<file path="src/rtl/br_ras.sv">
// Branch-target unit with a circular return-address stack.
// Targets are registered one cycle after the request; full/empty track the post-edge count.
module br_ras #(
  parameter int unsigned AW    = 16,
  parameter int unsigned DEPTH = 8
) (
  input  logic          clk,
  input  logic          rst,
  input  logic          br_req,
  input  logic [2:0]    br_mode,
  input  logic [AW-1:0] pc_inc,
  input  logic [AW-1:0] imm,
  input  logic [AW-1:0] reg_tgt,
  input  logic          flush,
  output logic [AW-1:0] br_addr,
  output logic          br_valid,
  output logic          ras_full,
  output logic          ras_empty,
  output logic          ras_ovf,
  output logic          ras_unf,
  output logic          mode_err
);

  localparam int unsigned PW = $clog2(DEPTH);
  localparam int unsigned CW = PW + 1;

  localparam logic [2:0] MODE_REL  = 3'd0;
  localparam logic [2:0] MODE_ABS  = 3'd1;
  localparam logic [2:0] MODE_REG  = 3'd2;
  localparam logic [2:0] MODE_CALL = 3'd3;
  localparam logic [2:0] MODE_RET  = 3'd4;

  logic [AW-1:0] mem [DEPTH];
  logic [PW-1:0] tp, nxt_tp;
  logic [CW-1:0] cnt, nxt_cnt;
  logic [AW-1:0] nxt_addr;
  logic          nxt_valid, nxt_err, nxt_ovf, nxt_unf, push_en;

  assign ras_full  = (cnt == CW'(DEPTH));
  assign ras_empty = (cnt == '0);

  // Target selection and stack pointer update; flush overrides pointer state last.
  always_comb begin
    nxt_addr  = br_addr;
    nxt_valid = 1'b0;
    nxt_err   = 1'b0;
    nxt_tp    = tp;
    nxt_cnt   = cnt;
    nxt_ovf   = ras_ovf;
    nxt_unf   = ras_unf;
    push_en   = 1'b0;
    if (br_req) begin
      case (br_mode)
        MODE_REL: begin
          nxt_addr  = pc_inc + imm;
          nxt_valid = 1'b1;
        end
        MODE_ABS: begin
          nxt_addr  = imm;
          nxt_valid = 1'b1;
        end
        MODE_REG: begin
          nxt_addr  = reg_tgt;
          nxt_valid = 1'b1;
        end
        MODE_CALL: begin
          nxt_addr  = pc_inc + imm;
          nxt_valid = 1'b1;
          if (!flush) begin
            push_en = 1'b1;
            nxt_tp  = tp + PW'(1);
            if (ras_full) nxt_ovf = 1'b1;
            else          nxt_cnt = cnt + CW'(1);
          end
        end
        MODE_RET: begin
          nxt_valid = 1'b1;
          if (flush) begin
            nxt_addr = '0;
          end else if (ras_empty) begin
            nxt_addr = '0;
            nxt_unf  = 1'b1;
          end else begin
            nxt_addr = mem[tp];
            nxt_tp   = tp - PW'(1);
            nxt_cnt  = cnt - CW'(1);
          end
        end
        default: nxt_err = 1'b1;
      endcase
    end
    if (flush) begin
      nxt_tp  = '0;
      nxt_cnt = '0;
      nxt_ovf = 1'b0;
      nxt_unf = 1'b0;
    end
  end

  always_ff @(posedge clk) begin
    if (rst) begin
      br_addr  <= '0;
      br_valid <= 1'b0;
      mode_err <= 1'b0;
      ras_ovf  <= 1'b0;
      ras_unf  <= 1'b0;
      tp       <= '0;
      cnt      <= '0;
    end else begin
      br_addr  <= nxt_addr;
      br_valid <= nxt_valid;
      mode_err <= nxt_err;
      ras_ovf  <= nxt_ovf;
      ras_unf  <= nxt_unf;
      tp       <= nxt_tp;
      cnt      <= nxt_cnt;
    end
  end

  // Stack storage needs no reset; entries are only read when count says they are live.
  always_ff @(posedge clk) begin
    if (!rst && push_en) mem[nxt_tp] <= pc_inc;
  end

endmodule

</file>
<file path="config.mk">
export PLATFORM = sky130hd
export DESIGN_NAME = br_ras
export DESIGN_NICKNAME = d
export VERILOG_FILES = /design/src/rtl/br_ras.sv
export SDC_FILE = /design/constraint.sdc
export NUM_CORES = 1
export LEC_CHECK = 0
export ABC_CLOCK_PERIOD_IN_PS = 7800
export BUFFER_PORTS_ARGS = -buffer_cell sky130_fd_sc_hd__buf_4
export CORE_MARGIN = 10
export CORE_UTILIZATION = 60
export CTS_CLUSTER_DIAMETER = 200
export DETAILED_ROUTE_END_ITERATION = 8
export HOLD_SLACK_MARGIN = 0.1
export PLACE_DENSITY = 0.81
export SYNTH_ARGS = -nofsm -noshare
export SYNTH_HDL_FRONTEND = slang
export SYNTH_SLANG_ARGS = --single-unit
</file>
<file path="constraint.sdc">
create_clock -name clk -period 7.8 [get_ports clk]
set_input_delay 1.56 -clock clk [delete_from_list [all_inputs] [get_ports clk]]
set_output_delay 1.56 -clock clk [all_outputs]
set_load 0.02 [all_outputs]
</file>
# Yosys cells after proc, flatten, opt, wreduce, memory -nomap -nowiden
# Memory sizes are Yosys's and may differ from the RTL's. A register that Yosys moved wholly into a read port is not among the register bits.
# Cells that the tools add are included.
# classes
muxes	18
n_addsub	5
n_eq_ne	7
bitwise	1
n_reduce_logical	14
# ops
operator	n
16-bit case mux with 4 select lines	1
16-bit two-way mux	2
16-bit adder	1
3-bit two-way mux	4
4-bit two-way mux	2
4-bit case mux with 2 select lines	1
1-bit two-way mux	7
3-bit by 2-bit equality test with 1-bit output (second input constant)	2
3-bit case mux with 2 select lines	1
3-bit AND reduction	2
2-bit OR reduction	3
5-bit OR reduction	1
4-bit by 1-bit adder with 4-bit output (second input constant)	1
4-bit equality test (second input constant)	1
4-bit logical NOT	1
2-bit inequality test (second input constant)	2
4-bit AND reduction	1
4-bit nonzero test	1
4-bit by 1-bit subtractor with 4-bit output (second input constant)	1
3-bit by 1-bit adder with 3-bit output (second input constant)	1
3-bit by 1-bit equality test with 1-bit output (second input constant)	1
3-bit equality test (second input constant)	1
3-bit logical NOT	1
3-bit by 1-bit subtractor with 3-bit output (second input constant)	1
5 further kinds	5
# totals
output_inout_bits	22
mem_bits_rw	128
mem_count	1
reg_bits	27
inputBits	55
word_cells	53
# memory_table
memory	words	word_bits	read_ports	rd_ports_with_merged_regs	wr	line	text
mem	8	16	1	1	1	33	logic [AW-1:0] mem [DEPTH];

# Longest topological paths before layout
# logic_depth
ltp_word	6
ltp_mapped	10

# Least setup slack after synthesis
# No wires, ideal clock.
# synth_timing
path_type	in2reg
startpoint	in br_mode[1]
endpoint	mem mem[4][0], enable pin
path_buffers	3
stages	9
arrival_time_ns	4.189
slack_ns	3.198
setup_time_ns	0.413
required_ns	7.387
path_cell_list	buf_6 or3b_1 buf_2 nor3b_1 o21ai_1 xor2_1 or2_1 clkbuf_1 nor3b_1
# synth_between
elab_chain_len	6
elab_cells_between_ends	10
# synth_lines
item	line	text
start, declared	10	input logic [2:0] br_mode,
3-bit by 2-bit equality test with 1-bit output	53	case (br_mode)
1-bit two-way mux	53	
1-bit two-way mux	52	if (br_req) begin
1-bit logical AND	122	if (!rst && push_en) mem[nxt_tp] <= pc_inc;
1-bit two-way mux	122	
1-bit two-way mux (not written as such)	122	
end, declared	33	
# Parallel ways exist; a longest one is shown, timed or not.

# Final worst setup path
# layout_timing
startpoint	in br_mode[2]
endpoint	mem mem[4][15], enable pin
# The elaborated chain is that of the path after synthesis.

==> impl_results.md <==
* Result of the run: completed
* Via count of the first global-routing pass at between 5,000 and 6,000
* Number of top-level pins at 77
* Width of the die at between 100 and 150 um
* Count of clock tree sinks at roughly 160
* RD Place Congestion at between 0.9 and 1
* Critical path launch point type: input pin
* Initial Util at 0.612
* Global-route wire length before repair at 28,800 um
* Overflow left after global routing at 0
* HPWL after detailed placement at between 10,000 and 15,000 um
* Worst path arrival time at 4.21 ns
* Clk Latency, worst-skew pair at approximately 0.42 ns
* Overall track demand over capacity in global routing at 0.225
* Hold buffer count at cts at 0
* Setup TNS at 0 ns
* Count of nets after finishing at just under 700
* FF+latch area at ~4400 um^2
* H-tree levels at 4
* Number of non-filler instances in the completed layout at roughly 770
* Site row count at 40
* Max-capacitance violation count at 0
* Tmin final at around 4.2 ns
* Final Slew Violations at 0
* Netlist area before placement at about 7300 um^2
* Share of the yosys chip area belonging to registers at 0.597
* Remaining DRCs at 0
* Clock buffers created by TritonCTS at 17
* Leakage power figure at between 3 and 4 nW
* Critical setup path kind: in2reg
* Crit end category: register
* Buffer cell driving the clock tree root: sky130_fd_sc_hd__clkbuf_16
* Clock Pin Slew Worst Setup and Hold Paths at roughly 0.060 ns
* Crit-path cells: buf_4 -> or3b_1 -> nor3b_1 -> o21ai_1 -> xor2_1 -> or2_1 -> nor3b_2
* Via density at approximately 6.5
* Number of distinct standard cells referenced by the synthesized netlist at just over 60
* Number of antenna violations at the first check in global routing at 0
* Area of the multi-input gates at between 2000 and 3000 um^2
* CTS max path bufs at 2
* WL final at between 15,000 and 20,000 um
* Total core area at around 12,000 um^2
* Maximum operating frequency at around 0.24 GHz
* Slowest stage delay, CP at ~1.0 ns
* Critical Path Fanout Max at 30
* Synthesized Nets at roughly 620
* Pin count of the biggest net entering global routing at 38
* Share of the clock period used by the worst path at 0.537
* Worst-Margin Slew at around 1.2 ns
* Syn Inst Count at around 540
* WL per Instance at around 24 um
* Power per standard cell area at 224 nW/um^2
* Layout cell share with drive strength beyond 1 at 0.249
* Number of design-rule violations left by the first detailed-router iteration at approximately 570
* Area added between synthesis and finish at 17.3%
* Die Footprint at roughly 17,000 um^2
* Via count at ~5,000
* Main synth FF type: sky130_fd_sc_hd__edfxtp_1
* Post-CTS sizing at 0
* Port-buffer cells at 76
* Synthesized area per cell at roughly 14 um^2
* Buffering stage count on the worst path with inverters included at 1
* Height of the die at 131 um
* Worst vdd rail ir drop at 0.000162 V
* Skew final at between 0.008 and 0.009 ns
* Required time at the worst-slack endpoint at 7.83 ns
* Number of antenna cells inserted at 0
* Class of the most critical hold timing path: reg2reg
* Slowest cell on crit path: sky130_fd_sc_hd__nor3b_2
* Max-slew headroom at 0.198
* Final hold violation count at 0
* Share of async-settable or async-resettable flops after synthesis at 0
* TritonCTS clock tree: done
* Count of flip-flops with a built-in enable after synthesis at 128
* Residual antenna-violating net count after detailed routing at 0
* Design Power at ~1.9 mW
* Warnings, synthesis at 0
* FF+latch count, synth at about 160
* Count of filler cells inserted in the layout at 787
* Placed cell count at ~740
* Unrepaired setup endpoints after global routing: no
* Total of endpoints with negative setup slack in the final report at 0
* Post CTS Setup Buffer Count at 0
* Number of detailed-routing iterations run before antenna repair at 6
* Top delay family on crit path: simple AND/OR/NAND/NOR gates
==> per-layer routing <==
| metal | track usage | routed length (um) | vias to the layer above |
|---|---|---|---|
| li1 | - | - | 2242 |
| met1 | 0.306 | 8210 | 2463 |
| met2 | 0.340 | 8550 | 256 |
| met3 | 0.0544 | 1460 | 43 |
| met4 | 0.0974 | 579 | 0 |
| met5 | 0 | 0 | - |
==> power breakdown <==
| group | switching, mW | internal, mW |
|---|---|---|
| clock | 0.336 | 0.506 |
| combinational | 0.110 | 0.0741 |
| sequential | 0.00509 | 0.902 |
| total | 0.451 | 1.48 |
==> final cells by class <==
class | count | share of cell area
Clock buffer | 19 | 0.0502
Clock inverter | 13 | 0.0193
Inverter | 14 | 0.00610
Multi-Input combinational cell | 339 | 0.323
Sequential cell | 155 | 0.509
Tap cell | 147 | 0.0213
Timing Repair Buffer | 82 | 0.0714
==> state kept, by name (all words and copies together), names as in the netlist <==
register	flops
br_addr	16
ras_ovf	1
mode_err	1
ras_unf	1
cnt	4
br_valid	1
mem	128
tp	3
==> metrics by stage <==
stage | instance area [um^2] | hold slack (ns) | utilization | worst slack [ns]
2_1_floorplan | 7350 | 0.500 | - | 3.20
3_3_place_gp | 8020 | 0.445 | 0.668 | 3.33
3_5_place_dp | 8020 | 0.471 | 0.668 | 3.19
4_1_cts | 8620 | 0.485 | 0.718 | 3.66
5_1_grt | 8620 | 0.502 | 0.718 | 3.45
6_report | 8620 | 0.483 | 0.718 | 3.61
==> synth_stat cells (all sizes together), types with 2 or more instances <==
cell type,instances,area share
a211oi,4,0.0041
a21o,8,0.0082
a21oi,36,0.025
a221oi,2,0.0032
a22oi,2,0.0020
a31oi,6,0.0051
and2,3,0.0026
and2b,2,0.0020
and3,2,0.0017
and3b,3,0.0036
buf,14,0.012
clkbuf,17,0.0087
dfxtp,27,0.074
edfxtp,128,0.52
fa,2,0.0054
ha,19,0.032
inv,14,0.0072
mux2,2,0.0031
mux2i,18,0.025
mux4,32,0.098
nand2,24,0.012
nand3,4,0.0027
nand4,3,0.0026
nor2,42,0.021
nor2b,9,0.0077
nor3,18,0.012
nor3b,3,0.0031
nor4,4,0.0063
o2111ai,6,0.0072
o211ai,4,0.0041
o21a,2,0.0020
o21ai,34,0.023
o221ai,7,0.0083
o31ai,3,0.0031
or2,4,0.0034
or3,4,0.0034
xnor2,6,0.0072
xor2,7,0.0083
==> cells in the final DEF (no fill, tap or decap), types with 4 or more instances in the layout <==
master / count
sky130_fd_sc_hd__dfxtp_1: 26
sky130_fd_sc_hd__clkbuf_16: 17
sky130_fd_sc_hd__xnor2_1: 6
sky130_fd_sc_hd__o21ai_0: 32
sky130_fd_sc_hd__a21o_1: 8
sky130_fd_sc_hd__a21oi_1: 36
sky130_fd_sc_hd__nand2_1: 24
sky130_fd_sc_hd__o211ai_1: 4
sky130_fd_sc_hd__mux2i_1: 18
sky130_fd_sc_hd__inv_1: 14
sky130_fd_sc_hd__nor2b_1: 9
sky130_fd_sc_hd__nor3_1: 17
sky130_fd_sc_hd__nor2_1: 42
sky130_fd_sc_hd__o221ai_1: 7
sky130_fd_sc_hd__a31oi_1: 6
sky130_fd_sc_hd__o2111ai_1: 6
sky130_fd_sc_hd__ha_1: 19
sky130_fd_sc_hd__nand3_1: 4
sky130_fd_sc_hd__xor2_1: 7
sky130_fd_sc_hd__buf_4: 82
sky130_fd_sc_hd__or3_1: 4
sky130_fd_sc_hd__a211oi_1: 4
sky130_fd_sc_hd__mux4_2: 32
sky130_fd_sc_hd__edfxtp_1: 128
==> worst reg2reg max path: stages, from the launching register on <==
cell and delay [ns]:
sky130_fd_sc_hd__dfxtp_2 0.31, sky130_fd_sc_hd__buf_4 0.54, sky130_fd_sc_hd__inv_1 0.17, sky130_fd_sc_hd__ha_1 0.35, sky130_fd_sc_hd__nor2_1 0.13, sky130_fd_sc_hd__a21oi_1 0.05
sky130_fd_sc_hd__a32o_1 0.28, sky130_fd_sc_hd__a221o_1 0.45, sky130_fd_sc_hd__nor3_2 0.98
==> cells by family (layout without fill, tap and decap cells) <==
family | count (synthesis) | after routing | share of synthesized area
fa+ha+maj | 21 | 21 | 0.0378
compound gates | 122 | 122 | 0.105
simple gates | 131 | 131 | 0.0914
xor+xnor | 13 | 13 | 0.0155
buf+inv | 45 | 128 | 0.0283
flops | 155 | 155 | 0.597
mux | 52 | 52 | 0.126
==> path summary, 6_finish.rpt <==
check                            startpoint           to  slack [ns]  cells past startpoint
worst max-delay path             br_mode[2]   mem[4][15]        3.61                      7
worst min-delay path            br_addr[12]  br_addr[12]        0.48                      2
worst max register to register        tp[0]    mem[6][5]        4.13                      8
worst min register to register  br_addr[12]  br_addr[12]        0.48                      2
Power figures use the tool's default switching activity.
